`src/rtl/mma_result_drain_if.sv`:
```
// Handshake bundle between the MMA core, the result drain and the downstream consumer.
// slave = drain side, master = core/consumer side.
interface mma_result_drain_if #(
  parameter int M = 4,
  parameter int N = 4
);
  localparam int RW = $clog2(M);

  logic              result_valid;
  logic [31:0]       matrix_d [0:M*N-1];
  logic              drain_ready;
  logic              out_valid;
  logic              out_ready;
  logic [N*32-1:0]   out_data;
  logic [RW-1:0]     out_row;
  logic              out_last;
  logic              overrun;
  logic              clear_overrun;

  modport slave (
    input  result_valid, matrix_d, out_ready, clear_overrun,
    output drain_ready, out_valid, out_data, out_row, out_last, overrun
  );

  modport master (
    output result_valid, matrix_d, out_ready, clear_overrun,
    input  drain_ready, out_valid, out_data, out_row, out_last, overrun
  );
endinterface

```
`src/rtl/mma_result_drain.sv`:
```
// Captures an FP32 D tile from the MMA core and streams it out one row per valid/ready beat.
// Optional macro DRAIN_RELU_EN: clamp negative non-NaN words to +0.0 at capture time.
module mma_result_drain #(
  parameter int M = 4,
  parameter int N = 4
) (
  input logic               clk,
  input logic               rst_n,
  mma_result_drain_if.slave bus
);
  localparam int RW = $clog2(M);

  typedef enum logic {IDLE, STREAM} state_t;

  state_t        state;
  logic [31:0]   buffer [0:M*N-1];
  logic [RW-1:0] row;
  logic          valid;
  logic          ovr;

  logic          last_row;
  logic          accept;
  logic          drain_ready;
  logic          capture;

  function automatic logic [31:0] xform_word(input logic [31:0] w);
`ifdef DRAIN_RELU_EN
    // NaNs keep their payload even when the sign bit is set
    if (w[31] && !((w[30:23] == 8'hFF) && (w[22:0] != 23'd0)))
      return 32'h0000_0000;
    else
      return w;
`else
    return w;
`endif
  endfunction

  assign last_row    = (row == RW'(M - 1));
  assign accept      = valid && bus.out_ready;
  assign drain_ready = (state == IDLE) || (accept && last_row);
  assign capture     = bus.result_valid && drain_ready;

  always_ff @(posedge clk or negedge rst_n) begin
    if (!rst_n) begin
      state <= IDLE;
      valid <= 1'b0;
      row   <= '0;
      ovr   <= 1'b0;
      for (int i = 0; i < M*N; i++) buffer[i] <= 32'h0;
    end else begin
      // capture wins over the last-beat retire so back-to-back tiles have no idle cycle
      if (capture) begin
        for (int i = 0; i < M*N; i++) buffer[i] <= xform_word(bus.matrix_d[i]);
        row   <= '0;
        valid <= 1'b1;
        state <= STREAM;
      end else if (state == STREAM && accept) begin
        if (last_row) begin
          valid <= 1'b0;
          state <= IDLE;
        end else begin
          row <= row + RW'(1);
        end
      end

      if (bus.result_valid && !drain_ready)
        ovr <= 1'b1;
      else if (bus.clear_overrun)
        ovr <= 1'b0;
    end
  end

  // --- output stage: row mux of the captured tile ---
  always_comb begin
    bus.out_data = '0;
    for (int c = 0; c < N; c++)
      bus.out_data[c*32 +: 32] = buffer[int'(row)*N + c];
  end

  assign bus.drain_ready = drain_ready;
  assign bus.out_valid   = valid;
  assign bus.out_row     = row;
  assign bus.out_last    = valid && last_row;
  assign bus.overrun     = ovr;
endmodule

```
`src/flat_wrapper.sv`:
```
// flat-port wrapper written by rule: the top's interface ports become plain ports
module mma_result_drain_flat 
#(
  parameter int M = 4,
  parameter int N = 4
)
  (clk, rst_n, bus_result_valid, bus_matrix_d, bus_out_ready, bus_clear_overrun, bus_drain_ready, bus_out_valid, bus_out_data, bus_out_row, bus_out_last, bus_overrun);
  mma_result_drain_if #(.M(M), .N(N)) bus_i ();
  input logic clk;
  input logic rst_n;
  input wire logic [$bits(bus_i.result_valid)-1:0] bus_result_valid;
  input wire logic [$bits(bus_i.matrix_d)-1:0] bus_matrix_d;
  input wire logic [$bits(bus_i.out_ready)-1:0] bus_out_ready;
  input wire logic [$bits(bus_i.clear_overrun)-1:0] bus_clear_overrun;
  output wire logic [$bits(bus_i.drain_ready)-1:0] bus_drain_ready;
  output wire logic [$bits(bus_i.out_valid)-1:0] bus_out_valid;
  output wire logic [$bits(bus_i.out_data)-1:0] bus_out_data;
  output wire logic [$bits(bus_i.out_row)-1:0] bus_out_row;
  output wire logic [$bits(bus_i.out_last)-1:0] bus_out_last;
  output wire logic [$bits(bus_i.overrun)-1:0] bus_overrun;
  assign bus_i.result_valid = bus_result_valid;
  assign bus_i.matrix_d = {>>{bus_matrix_d}};
  assign bus_i.out_ready = bus_out_ready;
  assign bus_i.clear_overrun = bus_clear_overrun;
  assign bus_drain_ready = bus_i.drain_ready;
  assign bus_out_valid = bus_i.out_valid;
  assign bus_out_data = bus_i.out_data;
  assign bus_out_row = bus_i.out_row;
  assign bus_out_last = bus_i.out_last;
  assign bus_overrun = bus_i.overrun;
  mma_result_drain #(.M(M), .N(N)) u_core (.clk(clk), .rst_n(rst_n), .bus(bus_i));
endmodule
```
`config.mk`:
```
export PLATFORM = sky130hd
export DESIGN_NAME = mma_result_drain_flat
export DESIGN_NICKNAME = d
export VERILOG_FILES = /design/src/rtl/mma_result_drain_if.sv /design/src/rtl/mma_result_drain.sv /design/src/flat_wrapper.sv
export SDC_FILE = /design/constraint.sdc
export NUM_CORES = 1
export LEC_CHECK = 0
export BUFFER_PORTS_ARGS = -buffer_cell sky130_fd_sc_hd__buf_2
export CORE_AREA = 2 2 257 259
export DETAILED_ROUTE_END_ITERATION = 10
export DIE_AREA = 0 0 259 261
export GPL_ROUTABILITY_DRIVEN = 0
export RECOVER_POWER = 50
export SETUP_SLACK_MARGIN = 0.2
export SLEW_MARGIN = 5
export SYNTH_ARGS = -nofsm -noshare
export SYNTH_HDL_FRONTEND = slang
export SYNTH_SLANG_ARGS = --single-unit
```
`constraint.sdc`:
```
create_clock -name clk -period 4.9 [get_ports clk]
set_input_delay 0.49 -clock clk [delete_from_list [all_inputs] [get_ports clk]]
set_output_delay 0.49 -clock clk [all_outputs]
set_load 0.005 [all_outputs]
```
==> qor.csv, run 1 <==
stage,metric,value,unit
worst_hold_path,hold_class,in -> reg,
worst_setup_path,worst_setup_path_start_kind,flip-flop,
clock_network,maximum_root_to_sink_buffer_count,3,
pwr,p_leak,15.18,nW
sta,final_setup_violation_count,0,
routing,routed-via-count,13860,
global_routing,overall_global_routing_resource_usage,18.49,%
sta,unrepaired_setup_endpoints_after_global_routing,no,
worst_setup_path,critical_path_arrival,3.76,ns
job,cap_violations,2,
sta,clock_skew,0.01709,ns
worst_setup_path,rr_startpoint,u_core.bus.out_row[0]$_DFFE_PN0P_,
floorplanning,die-height,261,µm
worst_hold_path,worstHoldStart,bus_clear_overrun,
sta,worstMarginPinSlew,2.673,ns
worst_setup_path,cp-startpoint,u_core.bus.out_row[1]$_DFFE_PN0P_,
floorplanning,ioPinCount,651,
worst_setup_path,crit_path_max_fanout,131,
global_routing,first_global_vias,15520,
routing,drt_pass1_iterations,6,
outcome,outcome,"complete, but fails checks",
global_routing,grt_pass1_wl,96.59,mm
routing,drt-total-wl,64.21,mm
routing,routed_wire_length_per_instance,22.63,µm
sta,hold_violation_count_in_the_final_report,0,
sta,max_slew_margin,-78.18,%
clock_network,cts_repair_resize_count,0,
worst_setup_path,critical_path_required,4.41,ns
global_routing,grt_antenna_before_repair,35,
clock_network,clk-insertion-delay-late,0.60,ns
synth,synth-seq-area-share,52.20,%
outcome,violations,"capacitance limit, slew limit",
worst_setup_path,critPathCaptureType,primary output,
sta,timing.final.crit_share,86.65,%
routing,dr.first_iter.drc_count,796,
placement,place.port_buffers,650,
floorplanning,core_area,65040,µm²
sta,post-route-min-period,4.246,ns
sta,setup_total_neg_slack,0,ns
clock_network,clk_root_buffer_cell,clkbuf_16,
sta,finalMaxSlewViolations,225,
synth,syn_area,24740,µm²
clock_network,clock_sinks,516,
pwr,power.density_cell_area,694.9,nW/µm²
placement,postPlaceCellArea,28140,µm²
finish,fin_area,29980,µm²
floorplanning,number_of_placement_rows,94,
routing,viasPerCell,4.882,
finish,share_of_final_layout_standard_cells_stronger_than_drive_strength_1,69.38,%
clock_network,postCtsSetupRepairBufs,0,
clock_network,cts-buffers-inserted,58,
global_routing,grt_max_degree,152,
clock_network,holdBufCountCts,1,
routing,detail_route.drc_violations,0,
routing,route.antenna.remaining_nets,0,
pwr,ir_worst_vdd,0.3191,mV
synth,postSynthNetCount,1775,
clock_network,h-tree-depth,2,
synth,syn-instance-count,1257,
finish,area_growth,21.21,%
floorplanning,dieWidth,259,µm
floorplanning,start_util,38.03,%
floorplanning,die_area,67600,µm²
finish,nNetsFinal,2424,
synth,synth.ff_latch_count,516,
synth,synth_warnings,0,
synth,avgSynthCellArea,19.68,µm²
clock_network,tritoncts_clock_tree,yes,
synth,ys_types,22,
finish,postLayoutCoreUtil,46.10,%
global_routing,grt_overflow,0,
worst_setup_path,critPathKind,reg -> out,
placement,post-dp-hpwl,45.23,mm
sta,max_freq,235.5,MHz
clock_network,clkTransAtPathRegs,0.06,ns
[state kept, by name (all words and copies together), names as in the netlist]
register              cells
u_core.buffer           512
u_core.bus.out_valid      1
u_core.bus.overrun        1
u_core.bus.out_row        2
[cell usage after synthesis]
library cell / number / area share, %
buf_2: 10 / 0.20
o22ai_1: 1 / 0.025
clkbuf_1: 1 / 0.015
a21oi_1: 1 / 0.020
mux2_4: 480 / 29
dfrtp_1: 516 / 52
nand2_8: 1 / 0.081
mux4_2: 128 / 12
buf_4: 13 / 0.39
a31o_2: 1 / 0.035
mux2_2: 32 / 1.5
buf_12: 53 / 4.3
ha_1: 1 / 0.051
and2_1: 1 / 0.025
a22o_1: 2 / 0.071
or2b_1: 1 / 0.030
inv_1: 3 / 0.046
mux2i_1: 1 / 0.040
buf_1: 8 / 0.12
a21bo_4: 1 / 0.066
nand2_1: 1 / 0.015
and2b_1: 1 / 0.030
[report_power, final]
group	switching (mW)	internal, mW	leakage [nW]
Clock	1.78	2.79	0.992
Combinational	2.85	5.57	8.02
Sequential	1.39	6.44	6.17
[cells by family (layout without fill, tap and decap cells)]
family | Yosys count | after routing | share of synthesized area [%]
adder cells (fa/ha/maj) | 1 | 1 | 0.05057
AND/OR/NAND/NOR | 5 | 5 | 0.1821
AO/OA/AOI/OAI | 6 | 6 | 0.2175
flip-flops | 516 | 516 | 52.20
multiplexers | 641 | 641 | 42.28
buffers and inverters | 88 | 781 | 5.068
other | 0 | 24 | 0
[per-stage QoR]
step	setup WS (ns)	power (mW)	hold WS, ns	instances
CTS	1.201	21.23	0.04306	2814
floorplan	2.983	13.93	0.1944	1257
global placement	1.757	16.25	0.4836	2709
detailed placement	1.685	16.50	0.4890	2709
global route	0.6424	21.93	0.05181	2831
finish	0.6541	20.84	0.09977	2838
[layer usage]
metal  global-route usage (%)  part of all wire [%]
met5                        0                  0.27
met4                    6.583                   2.8
met3                    5.333                   7.1
met2                    31.11                    51
met1                    22.74                    39
[final cells by class]
| class | count | area, µm² |
|---|---|---|
| diodes | 24 | 60.06 |
| clock buffers | 86 | 1728 |
| clock inverters | 18 | 272.8 |
| fillers | 5741 | 35060 |
| inverters | 3 | 11.26 |
| multi-input cells | 653 | 10380 |
| flip-flops and latches | 516 | 12920 |
| well taps | 864 | 1081 |
| repair buffers | 674 | 3533 |
[path summary, 6_finish.rpt]
| check | to | slack [ns] | cells past startpoint |
|---|---|---|---|
| worst max-delay path | bus_out_data[95] | 0.65 | 3 |
| worst max register to register | u_core.buffer[95]$_DFFE_PN0P_ | 1.82 | 5 |
| max in group asynchronous | u_core.buffer[147]$_DFFE_PN0P_ | 1.29 | 3 |
| worst min-delay path | u_core.bus.overrun$_DFFE_PN0P_ | 0.1 | 2 |
| worst min register to register | u_core.buffer[192]$_DFFE_PN0P_ | 0.49 | 1 |
| min in group asynchronous | u_core.buffer[116]$_DFFE_PN0P_ | 1.18 | 2 |
[critical path: stages (launching register included)]
cell and delay (ns):
dfrtp_4 0.40, clkbuf_4 1.34, mux4_2 0.60, buf_2 0.14
[cells in the final DEF (no fill, tap or decap), drive strengths merged]
cell type    count
a21oi            1
or2b             1
dfrtp          516
a21bo            1
o22ai            1
diode           24
and2b            1
mux2           512
mux2i            1
mux4           128
bufinv           7
nand2            2
ha               1
clkinv           9
and2             1
a22o             2
a31o             1
inv              5
buf            664
dlygate4sd3      1
clkbuf          95
(Power assumes the default switching activity.)
==> inputs of run 2 (changes only) <==
--- a/config.mk
+++ b/config.mk
@@ -5,12 +5,14 @@
 export SDC_FILE = /design/constraint.sdc
 export NUM_CORES = 1
 export LEC_CHECK = 0
+export ABC_AREA = 1
 export BUFFER_PORTS_ARGS = -buffer_cell sky130_fd_sc_hd__buf_2
-export CORE_AREA = 2 2 257 259
+export CORE_AREA = 2 2 251 253
 export DETAILED_ROUTE_END_ITERATION = 10
-export DIE_AREA = 0 0 259 261
+export DIE_AREA = 0 0 253 255
 export GPL_ROUTABILITY_DRIVEN = 0
 export RECOVER_POWER = 50
+export REMOVE_ABC_BUFFERS = 1
 export SETUP_SLACK_MARGIN = 0.2
 export SLEW_MARGIN = 5
 export SYNTH_ARGS = -nofsm -noshare
==> qor.csv, run 2 <==
stage,metric,value,unit
clock_network,h-tree-depth,2,
floorplanning,core_area,62160,µm²
pwr,ir_worst_vdd,0.3712,mV
pwr,report.power.total,19.61,mW
floorplanning,ioPinCount,651,
outcome,violations,"capacitance limit, slew limit",
clock_network,clock_sinks,516,
outcome,outcome,"complete, but fails checks",
synth,yosys-top-cells-count,"1290 x nand2_1, 516 x dfrtp_1, 513 x nand3_1",
placement,post-dp-hpwl,51.97,mm
worst_setup_path,crit_path_max_fanout,57,
finish,max_flop_register,u_core.buffer,
global_routing,grt_antenna_before_repair,38,
worst_setup_path,critPathKind,reg -> out,
synth,synth_warnings,0,
global_routing,grt_pass1_wl,124.6,mm
floorplanning,number_of_placement_rows,92,
finish,share_of_final_layout_standard_cells_stronger_than_drive_strength_1,20.48,%
synth,synth-seq-area-share,51.57,%
sta,finalMaxSlewViolations,295,
synth,ys_types,19,
floorplanning,dieWidth,253,µm
synth,synth.ff_latch_count,516,
clock_network,clk_root_buffer_cell,clkbuf_16,
worst_setup_path,worst_path_dominant_cell_family,buffers and inverters,
worst_setup_path,crit_buf_inv,3,
sta,max_freq,243.6,MHz
clock_network,cts_repair_resize_count,0,
synth,synth_area_leaders,"dfrtp_1 52%, nand2_1 19%, nand3_1 10%",
placement,placedCellCount,4455,
routing,drt-total-wl,81.10,mm
sta,max_slew_margin,-73.82,%
worst_setup_path,worst_setup_path_start_kind,flip-flop,
worst_setup_path,critical_path_required,4.41,ns
clock_network,clkTransAtPathRegs,0.06,ns
worst_setup_path,critical_path_arrival,3.62,ns
synth,synth_enable_flop_cells,0,
worst_setup_path,crit_chain,"buf_4, buf_4, nor2_1, o21ai_0, nand2_1, buf_2",
placement,place.port_buffers,650,
worst_setup_path,reg2reg_slack,0.91,ns
worst_setup_path,critPathCaptureType,primary output,
synth,synth_largest_area_cell,dfrtp_1,
synth,synthMostInstantiatedCell,nand2_1,
routing,route.antenna.remaining_nets,0,
floorplanning,die-height,255,µm
worst_setup_path,worst_path_largest_cell_delay,1.05,ns
clock_network,clk-insertion-delay-late,0.60,ns
pwr,power.density_cell_area,651.6,nW/µm²
clock_network,maximum_root_to_sink_buffer_count,3,
global_routing,grt_overflow,0,
floorplanning,start_util,40.28,%
sta,worstMarginPinSlew,2.607,ns
sta,clock_skew,0.02202,ns
sta,post-route-min-period,4.105,ns
synth,avgSynthCellArea,7.760,µm²
routing,viasPerCell,5.034,
global_routing,grt_max_degree,220,
worst_hold_path,hold_class,in -> reg,
clock_network,cts-buffers-inserted,57,
routing,routed-via-count,23140,
finish,area_growth,20.21,%
clock_network,postCtsSetupRepairBufs,0,
pwr,p_leak,16.68,nW
synth,syn_area,25040,µm²
floorplanning,die_area,64520,µm²
clock_network,tritoncts_clock_tree,yes,
sta,final_setup_violation_count,0,
global_routing,first_global_vias,21960,
finish,largest_register_ffs,512,
worst_setup_path,cpMaxStageDelayCell,dfrtp_1,
routing,detail_route.drc_violations,0,
synth,postSynth.asyncResetShare,100.0,%
worst_setup_path,cpMostUsedCell,buf_4,
finish,nNetsFinal,4234,
finish,layout.cells.non_filler,4596,
finish,commonest_non_fill_non_tap_cell_in_the_layout,nand2_1,
global_routing,overall_global_routing_resource_usage,24.30,%
finish,n_fill_cell,6381,
sta,unrepaired_setup_endpoints_after_global_routing,no,
synth,syn-instance-count,3227,
routing,drt_pass1_iterations,5,
synth,yosys.area.top_type_share,51.57,%
finish,fin_area,30100,µm²
routing,routed_wire_length_per_instance,17.64,µm
finish,most-common-layout-cells,"1290 x nand2_1, 646 x buf_2, 516 x dfrtp_1",
synth,synth-main-ff-cell,dfrtp_1,
routing,dr.first_iter.drc_count,2118,
placement,postPlaceCellArea,28180,µm²
sta,timing.final.crit_share,83.78,%
sta,hold_violation_count_in_the_final_report,0,
job,cap_violations,3,
run 2: changes by cell type after synthesis, moves of 110 or more:
cell      before   now
mux4_2       128     0
o211ai_1       0   128
nand2_1        1  1290
nor2_1         0   256
buf_2         10   120
mux2_4       480     0
nand3_1        0   513
inv_1          3   134
run 2: timing repair:
| action | CTS | global route |
|---|---|---|
| endpoints found under the hold margin | 87 | 0 |
| endpoints found under the setup margin | 0 | 0 |
| hold buffers | 1 | 0 |
run 2: area by class of cell:
| cell class | instances | area, µm² | share of cell area [%] |
|---|---|---|---|
| flip-flops and latches | 516 | 12910 | 42.90 |
| multi-input cells | 2321 | 10040 | 33.36 |
| repair buffers | 685 | 3670 | 12.19 |
| clock buffers | 91 | 1777 | 5.902 |
| well taps | 799 | 999.7 | 3.321 |
| inverters | 135 | 519.2 | 1.725 |
| diodes | 38 | 95.09 | 0.3159 |
| clock inverters | 11 | 86.33 | 0.2868 |
run 2: logic make-up (layout without fill, tap and decap cells):
group                    after synthesis  in the layout  synth area share, %
flip-flops                           516            516                51.57
other                                  0             38                    0
AO/OA/AOI/OAI                        258            258                6.441
adder cells (fa/ha/maj)                1              1              0.04996
buffers and inverters                390            922                8.439
AND/OR/NAND/NOR                     2062           2062                33.50
run 2: worst reg2reg max path, cell delays in order, from the launching register on:
cell and delay [ns]:
dfrtp_1 1.05, ha_1 0.34, nand2_1 0.14, nand2_8 0.45, clkbuf_2 1.24, nand3_1 0.51
nand2_1 0.18
run 2: stage by stage:
stage	hold slack, ns	util [%]	TNS (ns)	setup WS, ns
3_5_place_dp	0.4534	45.34	0	1.893
3_3_place_gp	0.4473	45.34	0	1.913
2_1_floorplan	0.1944	-	-6588.16	-12.75
4_1_cts	0.01998	48.36	0	1.228
5_1_grt	0.04045	48.39	0	0.5378
6_report	0.07637	48.43	0	0.7948
run 2: final timing paths:
kind                                                         from  cells after the start                             end
worst max register to register  u_core.bus.out_row[1]$_DFFE_PN0P_                      6  u_core.buffer[245]$_DFFE_PN0P_
max in group asynchronous                                   rst_n                      3  u_core.buffer[204]$_DFFE_PN0P_
worst min register to register     u_core.buffer[452]$_DFFE_PN0P_                      2  u_core.buffer[452]$_DFFE_PN0P_
min in group asynchronous                                   rst_n                      2  u_core.buffer[347]$_DFFE_PN0P_
worst max-delay path            u_core.bus.out_row[1]$_DFFE_PN0P_                      6               bus_out_data[112]
worst min-delay path                            bus_clear_overrun                      2  u_core.bus.overrun$_DFFE_PN0P_
run 2: power breakdown:
group          switching (mW)  total [mW]  internal (mW)
logic                    5.11        8.02           2.91
registers                1.09        7.31           6.22
clock network            1.77        4.28           2.51
total                    7.97        19.6           11.6
run 2: layer usage:
layer  vias up  global-route usage (%)  routed length [µm]
met5         -                       0                  81
met4        12                   10.08                2659
met3       151                   3.814                4440
met2       667                   39.07               38630
met1     10980                   32.86               35280
li1      11330                       -                   -
